===== config.mk =====
export PLATFORM = sky130hd
export DESIGN_NAME = instr_decode_stage
export DESIGN_NICKNAME = d
export VERILOG_FILES = /design/src/rtl/instr_decode_stage_pkg.sv /design/src/rtl/instr_decode_stage_decoder.sv /design/src/rtl/instr_decode_stage.sv
export SDC_FILE = /design/constraint.sdc
export NUM_CORES = 1
export LEC_CHECK = 0
export CORE_ASPECT_RATIO = 0.7
export CORE_UTILIZATION = 30
export CTS_BUF_LIST = sky130_fd_sc_hd__clkbuf_4 sky130_fd_sc_hd__clkbuf_8
export DETAILED_ROUTE_END_ITERATION = 8
export GPL_ROUTABILITY_DRIVEN = 0
export GPL_TIMING_DRIVEN = 0
export PLACE_DENSITY = 0.53
export RECOVER_POWER = 25
export SLEW_MARGIN = 10
export SYNTH_ARGS = -nofsm -noshare
export SYNTH_HDL_FRONTEND = slang
export SYNTH_SLANG_ARGS = --single-unit

===== constraint.sdc =====
create_clock -name clock -period 4.1 [get_ports clock]
set_input_delay 1.23 -clock clock [delete_from_list [all_inputs] [get_ports clock]]
set_output_delay 1.23 -clock clock [all_outputs]
set_load 0.05 [all_outputs]

===== src/rtl/instr_decode_stage_pkg.sv =====
// Shared types for the decode stage: opcodes, decoded record layout, skid occupancy.
// Pure declarations; no timing or backpressure of its own.
package instr_decode_stage_pkg;

    localparam int WORD_W = 32;

    localparam logic [6:0] OPC_OP       = 7'b0110011;
    localparam logic [6:0] OPC_OP_IMM   = 7'b0010011;
    localparam logic [6:0] OPC_LOAD     = 7'b0000011;
    localparam logic [6:0] OPC_STORE    = 7'b0100011;
    localparam logic [6:0] OPC_BRANCH   = 7'b1100011;
    localparam logic [6:0] OPC_JAL      = 7'b1101111;
    localparam logic [6:0] OPC_JALR     = 7'b1100111;
    localparam logic [6:0] OPC_LUI      = 7'b0110111;
    localparam logic [6:0] OPC_AUIPC    = 7'b0010111;
    localparam logic [6:0] OPC_SYSTEM   = 7'b1110011;
    localparam logic [6:0] OPC_MISC_MEM = 7'b0001111;

    typedef enum logic [7:0] {
        UNKNOWN = 8'd0,
        LUI, AUIPC, JAL, JALR,
        BEQ, BNE, BLT, BGE, BLTU, BGEU,
        LB, LH, LW, LBU, LHU,
        SB, SH, SW,
        ADDI, SLTI, SLTIU, XORI, ORI, ANDI, SLLI, SRLI, SRAI,
        ADD, SUB, SLL, SLT, SLTU, XOR, SRL, SRA, OR, AND,
        FENCE, ECALL, EBREAK,
        CSRRW, CSRRS, CSRRC, CSRRWI, CSRRSI, CSRRCI,
        MUL, MULH, MULHSU, MULHU, DIV, DIVU, REM, REMU
    } instr_name_e;

    typedef enum logic [2:0] {
        XX = 3'd0, AL, BR, LS, MD, RB
    } instr_type_e;

    typedef struct packed {
        logic writes;
        logic jumps;
        logic uses_imm;
        logic tag;
        logic mem;
    } flag_vector_t;

    typedef struct packed {
        logic [5:0] rd;
        logic [5:0] rs_1;
        logic [5:0] rs_2;
        logic [5:0] rn;
    } registers_t;

    typedef struct packed {
        instr_name_e       name;
        instr_type_e       itype;
        flag_vector_t      flags;
        registers_t        regs;
        logic [WORD_W-1:0] imm;
        logic [WORD_W-1:0] address;
    } decoded_instr_t;

    typedef enum logic [1:0] {
        OCC_EMPTY = 2'd0,
        OCC_ONE   = 2'd1,
        OCC_TWO   = 2'd2
    } occ_e;

endpackage


===== src/rtl/instr_decode_stage_decoder.sv =====
// Combinational RV32IM+Zicsr word -> decoded record; zero latency, no flow control.
// Illegal encodings collapse to an all-zero UNKNOWN record that still carries the PC.
module instr_decoder
    import instr_decode_stage_pkg::*;
(
    input  logic [31:0]       instr,
    input  logic [WORD_W-1:0] address,
    output decoded_instr_t    dec
);

    logic [6:0]  opcode;
    logic [2:0]  funct3;
    logic [6:0]  funct7;
    logic [4:0]  rd_f;
    logic [4:0]  rs1_f;
    logic [4:0]  rs2_f;
    logic [31:0] imm_i, imm_s, imm_b, imm_u, imm_j, imm_shamt, imm_csr, imm_zimm;

    assign opcode    = instr[6:0];
    assign rd_f      = instr[11:7];
    assign funct3    = instr[14:12];
    assign rs1_f     = instr[19:15];
    assign rs2_f     = instr[24:20];
    assign funct7    = instr[31:25];

    assign imm_i     = {{20{instr[31]}}, instr[31:20]};
    assign imm_s     = {{20{instr[31]}}, instr[31:25], instr[11:7]};
    assign imm_b     = {{19{instr[31]}}, instr[31], instr[7], instr[30:25], instr[11:8], 1'b0};
    assign imm_u     = {instr[31:12], 12'b0};
    assign imm_j     = {{11{instr[31]}}, instr[31], instr[19:12], instr[20], instr[30:21], 1'b0};
    assign imm_shamt = {27'b0, instr[24:20]};
    assign imm_csr   = {20'b0, instr[31:20]};
    assign imm_zimm  = {27'b0, instr[19:15]};

    instr_name_e name;
    instr_type_e itype;
    logic        use_rd, use_rs1, use_rs2, uses_imm, is_mem;
    logic [31:0] imm_v;

    always_comb begin
        name     = UNKNOWN;
        itype    = XX;
        use_rd   = 1'b0;
        use_rs1  = 1'b0;
        use_rs2  = 1'b0;
        uses_imm = 1'b0;
        is_mem   = 1'b0;
        imm_v    = '0;
        unique case (opcode)
            OPC_LUI:   begin name = LUI;   itype = AL; use_rd = 1'b1; uses_imm = 1'b1; imm_v = imm_u; end
            OPC_AUIPC: begin name = AUIPC; itype = AL; use_rd = 1'b1; uses_imm = 1'b1; imm_v = imm_u; end
            OPC_JAL:   begin name = JAL;   itype = BR; use_rd = 1'b1; uses_imm = 1'b1; imm_v = imm_j; end
            OPC_JALR: if (funct3 == 3'b000) begin
                name = JALR; itype = BR; use_rd = 1'b1; use_rs1 = 1'b1; uses_imm = 1'b1; imm_v = imm_i;
            end
            OPC_BRANCH: begin
                case (funct3)
                    3'b000: name = BEQ;
                    3'b001: name = BNE;
                    3'b100: name = BLT;
                    3'b101: name = BGE;
                    3'b110: name = BLTU;
                    3'b111: name = BGEU;
                    default: name = UNKNOWN;
                endcase
                itype = BR; use_rs1 = 1'b1; use_rs2 = 1'b1; uses_imm = 1'b1; imm_v = imm_b;
            end
            OPC_LOAD: begin
                case (funct3)
                    3'b000: name = LB;
                    3'b001: name = LH;
                    3'b010: name = LW;
                    3'b100: name = LBU;
                    3'b101: name = LHU;
                    default: name = UNKNOWN;
                endcase
                itype = LS; use_rd = 1'b1; use_rs1 = 1'b1; uses_imm = 1'b1; is_mem = 1'b1; imm_v = imm_i;
            end
            OPC_STORE: begin
                case (funct3)
                    3'b000: name = SB;
                    3'b001: name = SH;
                    3'b010: name = SW;
                    default: name = UNKNOWN;
                endcase
                itype = LS; use_rs1 = 1'b1; use_rs2 = 1'b1; uses_imm = 1'b1; is_mem = 1'b1; imm_v = imm_s;
            end
            OPC_OP_IMM: begin
                imm_v = imm_i;
                case (funct3)
                    3'b000: name = ADDI;
                    3'b010: name = SLTI;
                    3'b011: name = SLTIU;
                    3'b100: name = XORI;
                    3'b110: name = ORI;
                    3'b111: name = ANDI;
                    // funct7 checks also reject shamt[5]=1
                    3'b001: begin
                        imm_v = imm_shamt;
                        if (funct7 == 7'b0000000) name = SLLI;
                    end
                    default: begin
                        imm_v = imm_shamt;
                        if (funct7 == 7'b0000000)      name = SRLI;
                        else if (funct7 == 7'b0100000) name = SRAI;
                    end
                endcase
                itype = AL; use_rd = 1'b1; use_rs1 = 1'b1; uses_imm = 1'b1;
            end
            OPC_OP: begin
                itype = AL; use_rd = 1'b1; use_rs1 = 1'b1; use_rs2 = 1'b1;
                if (funct7 == 7'b0000001) begin
                    itype = MD;
                    case (funct3)
                        3'b000: name = MUL;
                        3'b001: name = MULH;
                        3'b010: name = MULHSU;
                        3'b011: name = MULHU;
                        3'b100: name = DIV;
                        3'b101: name = DIVU;
                        3'b110: name = REM;
                        default: name = REMU;
                    endcase
                end else if (funct7 == 7'b0000000) begin
                    case (funct3)
                        3'b000: name = ADD;
                        3'b001: name = SLL;
                        3'b010: name = SLT;
                        3'b011: name = SLTU;
                        3'b100: name = XOR;
                        3'b101: name = SRL;
                        3'b110: name = OR;
                        default: name = AND;
                    endcase
                end else if (funct7 == 7'b0100000) begin
                    if (funct3 == 3'b000)      name = SUB;
                    else if (funct3 == 3'b101) name = SRA;
                end
            end
            OPC_MISC_MEM: if (funct3 == 3'b000) begin
                name = FENCE; itype = RB;
            end
            OPC_SYSTEM: begin
                itype = RB;
                case (funct3)
                    3'b000: begin
                        if (instr == 32'h0000_0073)      name = ECALL;
                        else if (instr == 32'h0010_0073) name = EBREAK;
                    end
                    3'b001: begin name = CSRRW; use_rd = 1'b1; use_rs1 = 1'b1; imm_v = imm_csr; end
                    3'b010: begin name = CSRRS; use_rd = 1'b1; use_rs1 = 1'b1; imm_v = imm_csr; end
                    3'b011: begin name = CSRRC; use_rd = 1'b1; use_rs1 = 1'b1; imm_v = imm_csr; end
                    3'b101: begin name = CSRRWI; use_rd = 1'b1; uses_imm = 1'b1; imm_v = imm_zimm; end
                    3'b110: begin name = CSRRSI; use_rd = 1'b1; uses_imm = 1'b1; imm_v = imm_zimm; end
                    3'b111: begin name = CSRRCI; use_rd = 1'b1; uses_imm = 1'b1; imm_v = imm_zimm; end
                    default: name = UNKNOWN;
                endcase
            end
            default: name = UNKNOWN;
        endcase

        dec                = '0;
        dec.address        = address;
        if (name != UNKNOWN) begin
            dec.name           = name;
            dec.itype          = itype;
            dec.flags.writes   = use_rd && (rd_f != 5'd0);
            dec.flags.jumps    = (itype == BR);
            dec.flags.uses_imm = uses_imm;
            dec.flags.mem      = is_mem;
            dec.regs.rd        = use_rd  ? {1'b0, rd_f}  : 6'd0;
            dec.regs.rs_1      = use_rs1 ? {1'b0, rs1_f} : 6'd0;
            dec.regs.rs_2      = use_rs2 ? {1'b0, rs2_f} : 6'd0;
            dec.imm            = imm_v;
        end
    end

endmodule


===== src/rtl/instr_decode_stage.sv =====
// Decode pipeline stage: 1-cycle registered latency into a 2-entry skid buffer.
// Backpressure: ready_out is a flop (low only when both entries full), never combinational on ready_in.
module instr_decode_stage
    import instr_decode_stage_pkg::*;
#(
    parameter int XLEN       = 32,
    parameter int SKID_DEPTH = 2
) (
    input  logic            clock,
    input  logic            reset,
    input  logic            flush,
    input  logic [31:0]     instr_in,
    input  logic [XLEN-1:0] address_in,
    input  logic            valid_in,
    output logic            ready_out,
    output logic            valid_out,
    input  logic            ready_in,
    output instr_name_e     instr_name,
    output instr_type_e     instr_type,
    output flag_vector_t    flags,
    output registers_t      regs,
    output logic [XLEN-1:0] imm,
    output logic [XLEN-1:0] address_out
);

    decoded_instr_t dec;
    decoded_instr_t head_q, head_d;
    decoded_instr_t tail_q, tail_d;
    occ_e           occ_q, occ_d;
    logic           ready_q, ready_d;
    logic           accept, dispatch;

    instr_decoder u_decoder (
        .instr   (instr_in),
        .address (address_in),
        .dec     (dec)
    );

    assign valid_out   = (occ_q != OCC_EMPTY);
    assign ready_out   = ready_q;
    assign instr_name  = head_q.name;
    assign instr_type  = head_q.itype;
    assign flags       = head_q.flags;
    assign regs        = head_q.regs;
    assign imm         = head_q.imm;
    assign address_out = head_q.address;

    assign accept   = valid_in && ready_q;
    assign dispatch = valid_out && ready_in;

    always_comb begin
        head_d = head_q;
        tail_d = tail_q;
        occ_d  = occ_q;
        case (occ_q)
            OCC_EMPTY: if (accept) begin
                head_d = dec;
                occ_d  = OCC_ONE;
            end
            OCC_ONE: begin
                if (accept && dispatch) begin
                    head_d = dec;
                end else if (accept) begin
                    tail_d = dec;
                    occ_d  = OCC_TWO;
                end else if (dispatch) begin
                    occ_d  = OCC_EMPTY;
                end
            end
            OCC_TWO: if (dispatch) begin
                head_d = tail_q;
                occ_d  = OCC_ONE;
            end
            default: occ_d = OCC_EMPTY;
        endcase
        if (flush) begin
            occ_d = OCC_EMPTY;
        end
        ready_d = (int'(occ_d) < SKID_DEPTH);
    end

    always_ff @(posedge clock) begin
        if (reset) begin
            head_q  <= '0;
            tail_q  <= '0;
            occ_q   <= OCC_EMPTY;
            ready_q <= 1'b1;
        end else begin
            head_q  <= head_d;
            tail_q  <= tail_d;
            occ_q   <= occ_d;
            ready_q <= ready_d;
        end
    end

endmodule


==> results of run 1 <==
==> kinds of logic (layout without fill, tap and decap cells) <==
logic type	count (synthesis)	count (layout)	synth area share, %
AO/OA/AOI/OAI	313	313	22.69
XOR/XNOR	2	2	0.1946
buffers and inverters	139	325	7.059
flip-flops	187	187	41.57
other	1	12	0.04164
AND/OR/NAND/NOR	557	557	28.44
==> cell usage after synthesis (2+ instances only) <==
| master | count |
|---|---|
| nand2_1 | 231 |
| dfxtp_1 | 187 |
| a21oi_1 | 139 |
| nor2_1 | 123 |
| clkbuf_1 | 87 |
| nand3_1 | 81 |
| a211oi_1 | 53 |
| nand4_1 | 45 |
| a311oi_1 | 32 |
| buf_2 | 19 |
| buf_4 | 16 |
| a31oi_1 | 15 |
| a21o_1 | 14 |
| nor3_1 | 14 |
| o21ai_0 | 13 |
| nor2b_1 | 10 |
| a32oi_1 | 8 |
| inv_1 | 8 |
| or3_1 | 8 |
| and3_1 | 6 |
| buf_1 | 5 |
| nand2b_1 | 5 |
| nor4_1 | 5 |
| or2_2 | 5 |
| a22oi_1 | 4 |
| buf_6 | 4 |
| nand3b_1 | 4 |
| o211ai_1 | 4 |
| o31ai_1 | 4 |
| or4_1 | 4 |
| and2_1 | 3 |
| a22o_1 | 2 |
| nand4bb_1 | 2 |
| nor3_2 | 2 |
| o2111ai_1 | 2 |
| o21a_1 | 2 |
| o21bai_1 | 2 |
| o32ai_1 | 2 |
==> worst max-delay path by stage <==
stage                  from        to  slack [ns]  depth (start not counted)
2_1_floorplan  instr_in[14]   imm[11]        0.71                         10
3_3_place_gp   instr_in[29]   imm[17]       -0.56                         12
3_5_place_dp   instr_in[12]   imm[11]       -0.52                         11
4_1_cts         instr_in[3]   imm[17]        0.07                         12
5_1_grt        instr_in[29]  regs[10]        0.05                         11
6_report        instr_in[2]   imm[13]         0.1                         11
==> routing by layer <==
layer,global-route usage (%),vias to the layer above,wire (µm)
met1,36.78,4616,17850
li1,-,4614,-
met5,0,-,0
met3,5.708,34,3714
met2,33.12,485,14840
met4,4.890,0,383
==> area by class of cell <==
cell class                      count  area [µm²]  share of cell area (%)
Tap cell                          378       473.0                   4.103
Buffer                            131       605.6                   5.254
Multi-Input combinational cell    884        4682                   40.62
Inverter                            8       30.03                  0.2605
Timing Repair Buffer              154        1541                   13.37
Sequential cell                   187        3744                   32.48
Clock buffer                       27       346.6                   3.007
Clock inverter                      5       103.9                  0.9010
==> report_power, final <==
part | internal [mW] | total (mW) | switching (mW)
Combinational | 0.256 | 0.859 | 0.603
Sequential | 1.88 | 1.92 | 0.0400
Clock | 0.730 | 1.39 | 0.657
==> worst register-to-register path, stage by stage, from the launching register on <==
cell and delay [ns]:
dfxtp_1 0.35, nand2_1 0.07, nor2_1 0.33, a21oi_1 0.07, nor2_1 0.17, a21o_1 0.17, clkbuf_1 0.53, clkbuf_1 0.56
nand3_1 0.19, a31oi_1 0.20
==> sequential cells by signal, indices dropped and copies added (netlist names) <==
register     count
address_out     32
instr_name       6
regs            15
tail_q          92
ready_out        1
instr_type       3
flags            4
occ_q            2
imm             32
==> flow_summary.toml, run 1 <==
[outcome]
status = "completed"

[min_path]
min_delay_path_depth = 2
hold_path_end = "instr_name[3]"
hold_class = "reg2reg"
hold_start = "instr_name[3]"

[sta]
timing.hold.ws_ns = 0.4549
slew_violations = 0
slew_headroom_pct = 39.11
finClkSkew_ns = 0.01003
setup_slack_ns = 0.09740
fin_crit_sh_pct = 97.62
timing.fmax_ghz = 0.2498
grt_setup_unrepaired = "false"
setup_viol = 0
setup-tns-final_ns = 0
hold_viol_final = 0
tightest_slew_ns = 0.9134
fin_crit_ns = 4.003

[setup_path]
critPathSlowestCell = "clkdlybuf4s50_1"
max_stage_delay_ns = 0.60
cp_max_fo = 10
worst-path-buf-inv = 4
cp_cell_sequence = "clkdlybuf4s50_1, and4bb_2, clkbuf_1, and3_1, a32oi_1, and3_4, nand4_4, buf_6, buf_6, nand3_1, a31oi_1"
crit_arrival_ns = 4.34
cpMostUsedCell = "buf_6"
end_kind = "register"
ff2ff_path_depth = 9
timing.rr.end = "imm[17]"
reg2reg_from = "ready_out"
ff2ff_setup_slack_ns = 1.37
cp_top_family = "buffers and inverters"
critPathLaunchType = "primary input"
cp_data_required_time_ns = 4.44
worstSetupPathType = "in2reg"

[placed_design]
post-place-ws_ns = -0.5168
placed_area_um2 = 11060
place_hpwl_um = 27860
port_buffers = 154
dp_cells = 1742

[synth]
yosysUniqueCellTypes = 67
yosysWarningCount = 0
dominantRegCellSynth = "dfxtp_1"
syn_area_um2 = 9005
ys_seq_area_share_pct = 41.57
ys_ff_latch = 187
synth_edf_count = 0
synthDominantCellAreaShare_pct = 41.57
ys_top_cells_by_area = "dfxtp_1, nand2_1, a21oi_1, nor2_1, nand3_1"
syn_inst = 1199
yosys.area.top_type = "dfxtp_1"
synth_area_per_cell_um2 = 7.510
async_flop_share_pct = 0

[cts]
post_cts_buffers = 0
clk_latency_ns = 0.48
cts_buffers = 17
ctsHoldBuffers = 0
htree_levels = 4
clockBufferDepth = 2
cts_tree = "done"
clk_pin_slew_ns = 0.08
clock_sinks = 187
ctsResizeCount = 1
clockRootBuffer = "clkbuf_8"

[detailed_routing]
drt_iter0_markers = 979
drtPass1Iterations = 7
vias = 9749
route.detailed.drc = 0
ant_nets = 0
drt-wirelength-per-cell_um = 20.74
avgViaCountPerCell = 5.495
postRouteWirelength_um = 36780

[floorplan]
start_util_pct = 30.82
num_rows = 52
die_area_um2 = 30720
io_pins = 175
die-width_um = 209.1
coreArea_um2 = 29210
die_h_um = 147.0

[global_route]
grt_pass1_wl_um = 55880
grt_pass1_vias = 9235
grt_start_max_net_pins = 17
grtUsageTotal_pct = 23.91
grt_antenna_before_repair = 1
grt_overflow = 0

[finish]
fillCellCount = 3045
drive_gt1_share_pct = 6.662
fin_area_um2 = 11530
fin_nets = 1452
area_growth_pct = 28.00
final_common_cell = "nand2_1"
final_core_util_pct = 39.46
stdcell_count = 1774
n_antenna_cell = 0
final_cell_mix = "nand2_1, dfxtp_1, a21oi_1"

[pwr]
power_density_nw_per_um2 = 361.5
ir_drop_uv = 192.1
total_leakage_power_nw = 4.201
power_mw = 4.166

[flow_run]
maxCapViolCount = 0
No activity file was read; power rests on OpenSTA's default activity.
==> run 2: changes to the inputs <==
--- a/config.mk
+++ b/config.mk
@@ -6,14 +6,15 @@
 export NUM_CORES = 1
 export LEC_CHECK = 0
 export CORE_ASPECT_RATIO = 0.7
-export CORE_UTILIZATION = 30
+export CORE_UTILIZATION = 56
 export CTS_BUF_LIST = sky130_fd_sc_hd__clkbuf_4 sky130_fd_sc_hd__clkbuf_8
 export DETAILED_ROUTE_END_ITERATION = 8
 export GPL_ROUTABILITY_DRIVEN = 0
 export GPL_TIMING_DRIVEN = 0
-export PLACE_DENSITY = 0.53
+export PLACE_DENSITY = 0.85
 export RECOVER_POWER = 25
 export SLEW_MARGIN = 10
 export SYNTH_ARGS = -nofsm -noshare
 export SYNTH_HDL_FRONTEND = slang
+export SYNTH_HIERARCHICAL = 1
 export SYNTH_SLANG_ARGS = --single-unit
==> run 2 against run 1 <==
Against the previous run: the run now ends with design-rule violations left; sequential share of layout area about the same; routed wire length fell by 18%; register-to-register slack lost 0.19 ns; cell count shrank 2.4%; sequential power is 14% higher; clock power grew 24%; maximum frequency is 1.8% lower; non-clock buffer count up 12; synthesized area is 18% higher; clock skew decreased by 0.0019 ns; via count up 2.6%; critical path depth is 1 higher.
==> flow_summary.toml, run 2 <==
[cts]
clockRootBuffer = "clkbuf_8"
htree_levels = 1
cts_tree = "done"
ctsHoldBuffers = 0
clock_sinks = 211
clockBufferDepth = 3
clk_pin_slew_ns = 0.07
cts_buffers = 31
clk_latency_ns = 0.56

[setup_path]
cp_cell_sequence = "clkdlybuf4s50_1, or3_2, or4_1, nor4_2, a2111o_1, nand4b_4, nor4_4, buf_12, buf_6, nor2_1, mux2i_1, a211oi_2"
ff2ff_path_depth = 7
max_stage_delay_ns = 0.49
ff2ff_setup_slack_ns = 1.18
cp_max_fo = 10
worstSetupPathType = "in2reg"
reg2reg_from = "occ_q[1]"
end_kind = "register"
critPathLaunchType = "primary input"
critPathSlowestCell = "or4_1"
cp_data_required_time_ns = 4.58
crit_arrival_ns = 4.55
timing.rr.end = "address_out[16]"

[synth]
yosys.area.top_type = "dfxtp_1"
yosysUniqueCellTypes = 77
syn_area_um2 = 10620
async_flop_share_pct = 0
synthDominantCellAreaShare_pct = 39.79
syn_inst = 1287
synth_area_per_cell_um2 = 8.248
ys_ff_latch = 211
yosysWarningCount = 6
synth_edf_count = 0
ys_top_cells_by_area = "dfxtp_1, mux2i_1, nand2_1, a211oi_1, a21oi_1"
synth.most_common_cell = "nand2_1"
dominantRegCellSynth = "dfxtp_1"
netlist_top_cells_count = "nand2_1, dfxtp_1, nor2_1, a21oi_1, mux2i_1"
ys_seq_area_share_pct = 39.79

[finish]
area_growth_pct = 22.70
fin_nets = 1546
fillCellCount = 1473
final_cell_mix = "nand2_1, dfxtp_1, nor2_1"
fin_area_um2 = 13030
final_core_util_pct = 71.32
regMostFlops = "tail_q"
drive_gt1_share_pct = 14.18
final_common_cell = "nand2_1"
n_antenna_cell = 0
largest_reg_flops = 104

[sta]
hold_viol_final = 0
setup_slack_ns = 0.02563
tightest_slew_ns = 0.9648
setup_viol = 0
slew_violations = 0
fin_crit_ns = 4.074
fin_crit_sh_pct = 99.37
slew_headroom_pct = 35.00
timing.fmax_ghz = 0.2454
finClkSkew_ns = 0.008109

[detailed_routing]
vias = 10007
drt_iter0_markers = 1019
avgViaCountPerCell = 5.781
route.detailed.drc = 9
drtPass1Iterations = 9
ant_nets = 0
drt-wirelength-per-cell_um = 17.39
postRouteWirelength_um = 30110

[min_path]
min_delay_path_depth = 2
hold_start = "tail_q[21]"
hold_class = "reg2reg"
hold_path_end = "tail_q[21]"

[placed_design]
place_hpwl_um = 21940
port_buffers = 141
placed_area_um2 = 12360
post-place-ws_ns = -0.9288

[global_route]
grt_start_max_net_pins = 16
grt_overflow = 0
grtUsageTotal_pct = 30.31
grt_pass1_vias = 9163
grt_antenna_before_repair = 0
grt_pass1_wl_um = 47470

[outcome]
violations = "design-rule violations"
status = "complete, but fails checks"

[pwr]
total_leakage_power_nw = 5.283
ir_drop_uv = 298.3
power_density_nw_per_um2 = 375.2

[floorplan]
die_area_um2 = 19520
num_rows = 41
die-width_um = 166.6
die_h_um = 117.2
io_pins = 175
coreArea_um2 = 18260
start_util_pct = 58.13

[flow_run]
maxCapViolCount = 0
## run 2: cell count changes after synthesis, moves of 14 or more
cell,change
mux2i_1,+105
nand3_1,-70
clkbuf_1,-50
nand4_1,-42
buf_4,+38
nand2_1,+38
a211oi_1,+35
a311oi_1,-32
nor2_1,+29
dfxtp_1,+24
a211oi_2,+20
a21o_1,-14
a31oi_1,-14
## run 2: worst max-delay path by stage
stage / start / to / slack (ns) / cells past startpoint
3_5_place_dp: instr_in[31] / imm[29] / -0.93 / 11
3_3_place_gp: instr_in[31] / imm[21] / -0.89 / 11
2_1_floorplan: instr_in[31] / imm[0] / 0.30 / 10
4_1_cts: instr_in[31] / imm[21] / 0.01 / 12
6_report: instr_in[13] / imm[0] / 0.03 / 12
5_1_grt: instr_in[12] / imm[30] / -0.02 / 13
## run 2: stage by stage
| stage | setup TNS (ns) | hold slack (ns) | instances | total power, mW |
|---|---|---|---|---|
| 2_1_floorplan | 0 | 0.4357 | 1298 | 2.878 |
| 3_3_place_gp | -71.64 | 0.4405 | 1675 | 3.182 |
| 3_5_place_dp | -77.55 | 0.4458 | 1675 | 3.196 |
| 4_1_cts | 0 | 0.4546 | 1728 | 4.898 |
| 5_1_grt | -0.01859 | 0.4680 | 1731 | 5.064 |
| 6_report | 0 | 0.4519 | 1731 | 4.887 |
## run 2: report_power, final
part / internal (mW) / switching (mW) / leakage, nW
Clock: 0.927 / 0.798 / 0.326
Combinational: 0.336 / 0.634 / 3.24
Sequential: 2.14 / 0.0518 / 1.72
## run 2: cells by family (layout without fill, tap and decap cells)
kind of cell    count (synthesis)  count (layout)  synth area share [%]
buf+inv                       157             354                 9.807
compound gates                298             298                 19.09
other cells                     1              12               0.03533
simple gates                  512             512                 21.12
mux                           105             105                 9.901
flops                         211             211                 39.79
xor+xnor                        3               3                0.2476
## run 2: area by class of cell
| class | count | area (µm²) | share of cell area [%] |
|---|---|---|---|
| clock buffer | 44 | 555.5 | 4.265 |
| inverter | 6 | 22.52 | 0.1729 |
| clock inverter | 7 | 65.06 | 0.4995 |
| timing repair buffer | 146 | 1466 | 11.26 |
| multi-input combinational | 930 | 5424 | 41.64 |
| sequential | 211 | 4224 | 32.43 |
| tap | 236 | 295.3 | 2.267 |
| buffer | 151 | 972.2 | 7.464 |
## run 2: worst max-delay path: cells and delay by family
family / cells / cell delay [ns]
and+or+nand+nor: 6 / 1.93
buffers and inverters: 3 / 0.69
AOI/OAI and AO/OA: 2 / 0.51
muxes: 1 / 0.17
## run 2: timing repair
action                                  4_1_cts  5_1_grt
gates cloned                                  0        0
resized for setup                             1       22
endpoints found under the setup margin      105       62
setup buffers                                 2        3
pin swaps                                     1        3
## run 2: routing by layer
| metal | up-vias | share of wire, % | track usage, % |
|---|---|---|---|
| met5 | - | 0 | 0 |
| met2 | 529 | 41 | 46.16 |
| met1 | 4592 | 45 | 42.65 |
| met4 | 0 | 2.8 | 8.765 |
| li1 | 4786 | - | - |
| met3 | 100 | 11 | 7.498 |
==> run 3: changes to the inputs <==
--- a/config.mk
+++ b/config.mk
@@ -5,6 +5,7 @@
 export SDC_FILE = /design/constraint.sdc
 export NUM_CORES = 1
 export LEC_CHECK = 0
+export CAP_MARGIN = 40
 export CORE_ASPECT_RATIO = 0.7
 export CORE_UTILIZATION = 56
 export CTS_BUF_LIST = sky130_fd_sc_hd__clkbuf_4 sky130_fd_sc_hd__clkbuf_8
==> constraint.sdc (replaced) <==
create_clock -name clock -period 4.1 [get_ports clock]
set_input_delay 0.615 -clock clock [delete_from_list [all_inputs] [get_ports clock]]
set_output_delay 0.615 -clock clock [all_outputs]
set_load 0.05 [all_outputs]
==> run 3 against run 2 <==
Against the previous run: the flow still finishes with violations (design-rule violations); combinational power shrank 1%; utilization shrank 0.72 points; critical path depth shrank 1; maximum frequency rose by 2.5%; sequential cell count unchanged; via count down 1.0%; critical endpoint is now imm[29]; largest cell class unchanged.
==> flow_summary.toml, run 3 (synthesis gave the netlist of run 2 again) <==
[finish]
regArea_um2 = 4224
final_common_cell = "nand2_1"
n_antenna_cell = 0
fillCellCount = 1487
multi_input_area_um2 = 5356
drive_gt1_share_pct = 12.82
area_growth_pct = 21.46
largest_reg_flops = 104
fin_nets = 1541
final_cell_mix = "nand2_1, dfxtp_1, nor2_1"
regMostFlops = "tail_q"
stdcell_count = 1726

[detailed_routing]
vias = 9907
drt_iter0_markers = 1108
route.detailed.drc = 9
avgViaCountPerCell = 5.740
drt-wirelength-per-cell_um = 17.31
ant_nets = 0
drtPass1Iterations = 9
postRouteWirelength_um = 29880

[sta]
tightest_slew_ns = 1.003
slew_violations = 0
fin_crit_sh_pct = 96.95
timing.hold.ws_ns = 0.3070
setup_slack_ns = 0.1251
timing.fmax_ghz = 0.2516
grt_setup_unrepaired = "false"
setup_viol = 0
finClkSkew_ns = 0.006998
hold_viol_final = 0
slew_headroom_pct = 32.43
fin_crit_ns = 3.975

[setup_path]
cp_top_family = "simple AND/OR/NAND/NOR gates"
ff2ff_setup_slack_ns = 1.19
cpMostUsedCell = "a211oi_1"
ff2ff_path_depth = 7
worstSetupPathType = "in2reg"
cp_data_required_time_ns = 4.53
critPathSlowestCell = "nor4_4"
startpoint = "instr_in[31]"
critPathLaunchType = "primary input"
reg2reg_from = "occ_q[1]"
cp_max_fo = 10
crit_arrival_ns = 4.40
timing.rr.end = "address_out[16]"
worst-path-buf-inv = 2
max_stage_delay_ns = 0.65
end_kind = "register"
cp_cell_sequence = "clkdlybuf4s50_1, or4_4, nor4b_4, a211oi_1, a2111o_1, nand4b_4, nor4_4, buf_6, a21oi_2, mux2i_1, a211oi_1"

[global_route]
grt_antenna_before_repair = 0
grtUsageTotal_pct = 30.27
grt_pass1_wl_um = 47420
grt_pass1_vias = 9162
grt_overflow = 0
grt_start_max_net_pins = 16

[placed_design]
place_hpwl_um = 21940
dp_cells = 1675
post-place-ws_ns = -0.3138
port_buffers = 141

[floorplan]
start_util_pct = 58.13
die_area_um2 = 19520
die-width_um = 166.6
coreArea_um2 = 18260
num_rows = 41
die_h_um = 117.2
io_pins = 175

[cts]
htree_levels = 1
cts_buffers = 31
clock_sinks = 211
clk_latency_ns = 0.56
ctsResizeCount = 0
clockBufferDepth = 3
post_cts_buffers = 0
clk_pin_slew_ns = 0.06
ctsHoldBuffers = 0
clockRootBuffer = "clkbuf_8"
cts_tree = "done"

[min_path]
hold_start = "address_in[4]"
hold_class = "in2reg"
hold_path_end = "tail_q[4]"
min_delay_path_depth = 3

[flow_run]
maxCapViolCount = 0

[pwr]
power_density_nw_per_um2 = 377.8
ir_drop_uv = 297.5
total_leakage_power_nw = 5.251

[outcome]
status = "complete, but fails checks"
violations = "design-rule violations"
## run 3: cell types whose count changed in the layout (fill, tap and decap cells not counted), sizes merged
cell,previous run,this run
buf,94,91
clkbuf,103,101
clkdlybuf4s50,137,139
dlygate4sd3,3,4
dlymetal6s2s,3,1
dlymetal6s4s,1,0
## run 3: area by class of cell
class                      count  share of cell area [%]
multi-input combinational    930                   41.54
sequential                   211                   32.76
timing repair buffer         141                   10.95
buffer                       151                   7.472
clock buffer                  44                   4.309
tap                          236                   2.290
clock inverter                 7                  0.5046
inverter                       6                  0.1747
## run 3: worst max path at each step
stage                     endpoint  slack [ns]  depth (start not counted)
after floorplan             imm[0]        0.91                         10
after global placement     imm[21]       -0.28                         11
after detailed placement   imm[29]       -0.31                         11
after CTS                  imm[21]        0.26                         11
after global routing       imm[21]        0.07                         11
final                      imm[29]        0.13                         11
## run 3: through the flow
| stage | setup TNS [ns] | cell area [µm²] | power (mW) | util, % |
|---|---|---|---|---|
| global placement | -7.365 | 12360 | 3.182 | 67.70 |
| detailed placement | -11.38 | 12360 | 3.196 | 67.70 |
| CTS | 0 | 12980 | 4.893 | 71.09 |
| floorplan | 0 | 10660 | 2.878 | - |
| global route | 0 | 12890 | 5.053 | 70.60 |
| finish | 0 | 12890 | 4.872 | 70.60 |
## run 3: power breakdown
part	total [mW]	switching (mW)	leakage, nW	internal (mW)
clock	1.72	0.793	0.326	0.927
sequential	2.19	0.0517	1.72	2.14
combinational	0.959	0.630	3.20	0.330
total	4.87	1.47	5.25	3.40
## run 3: routing by layer
metal | track usage [%] | share of wire [%] | vias to the layer above
met1 | 42.33 | 45 | 4536
met5 | 0 | 0 | -
met4 | 8.765 | 2.3 | 0
li1 | - | - | 4772
met2 | 46.05 | 42 | 519
met3 | 7.969 | 11 | 80
## run 3: tightest hold or removal path, cell delays in order
cell     delay [ns]
buf_4          0.11
nand2_1        0.05
a21oi_1        0.05
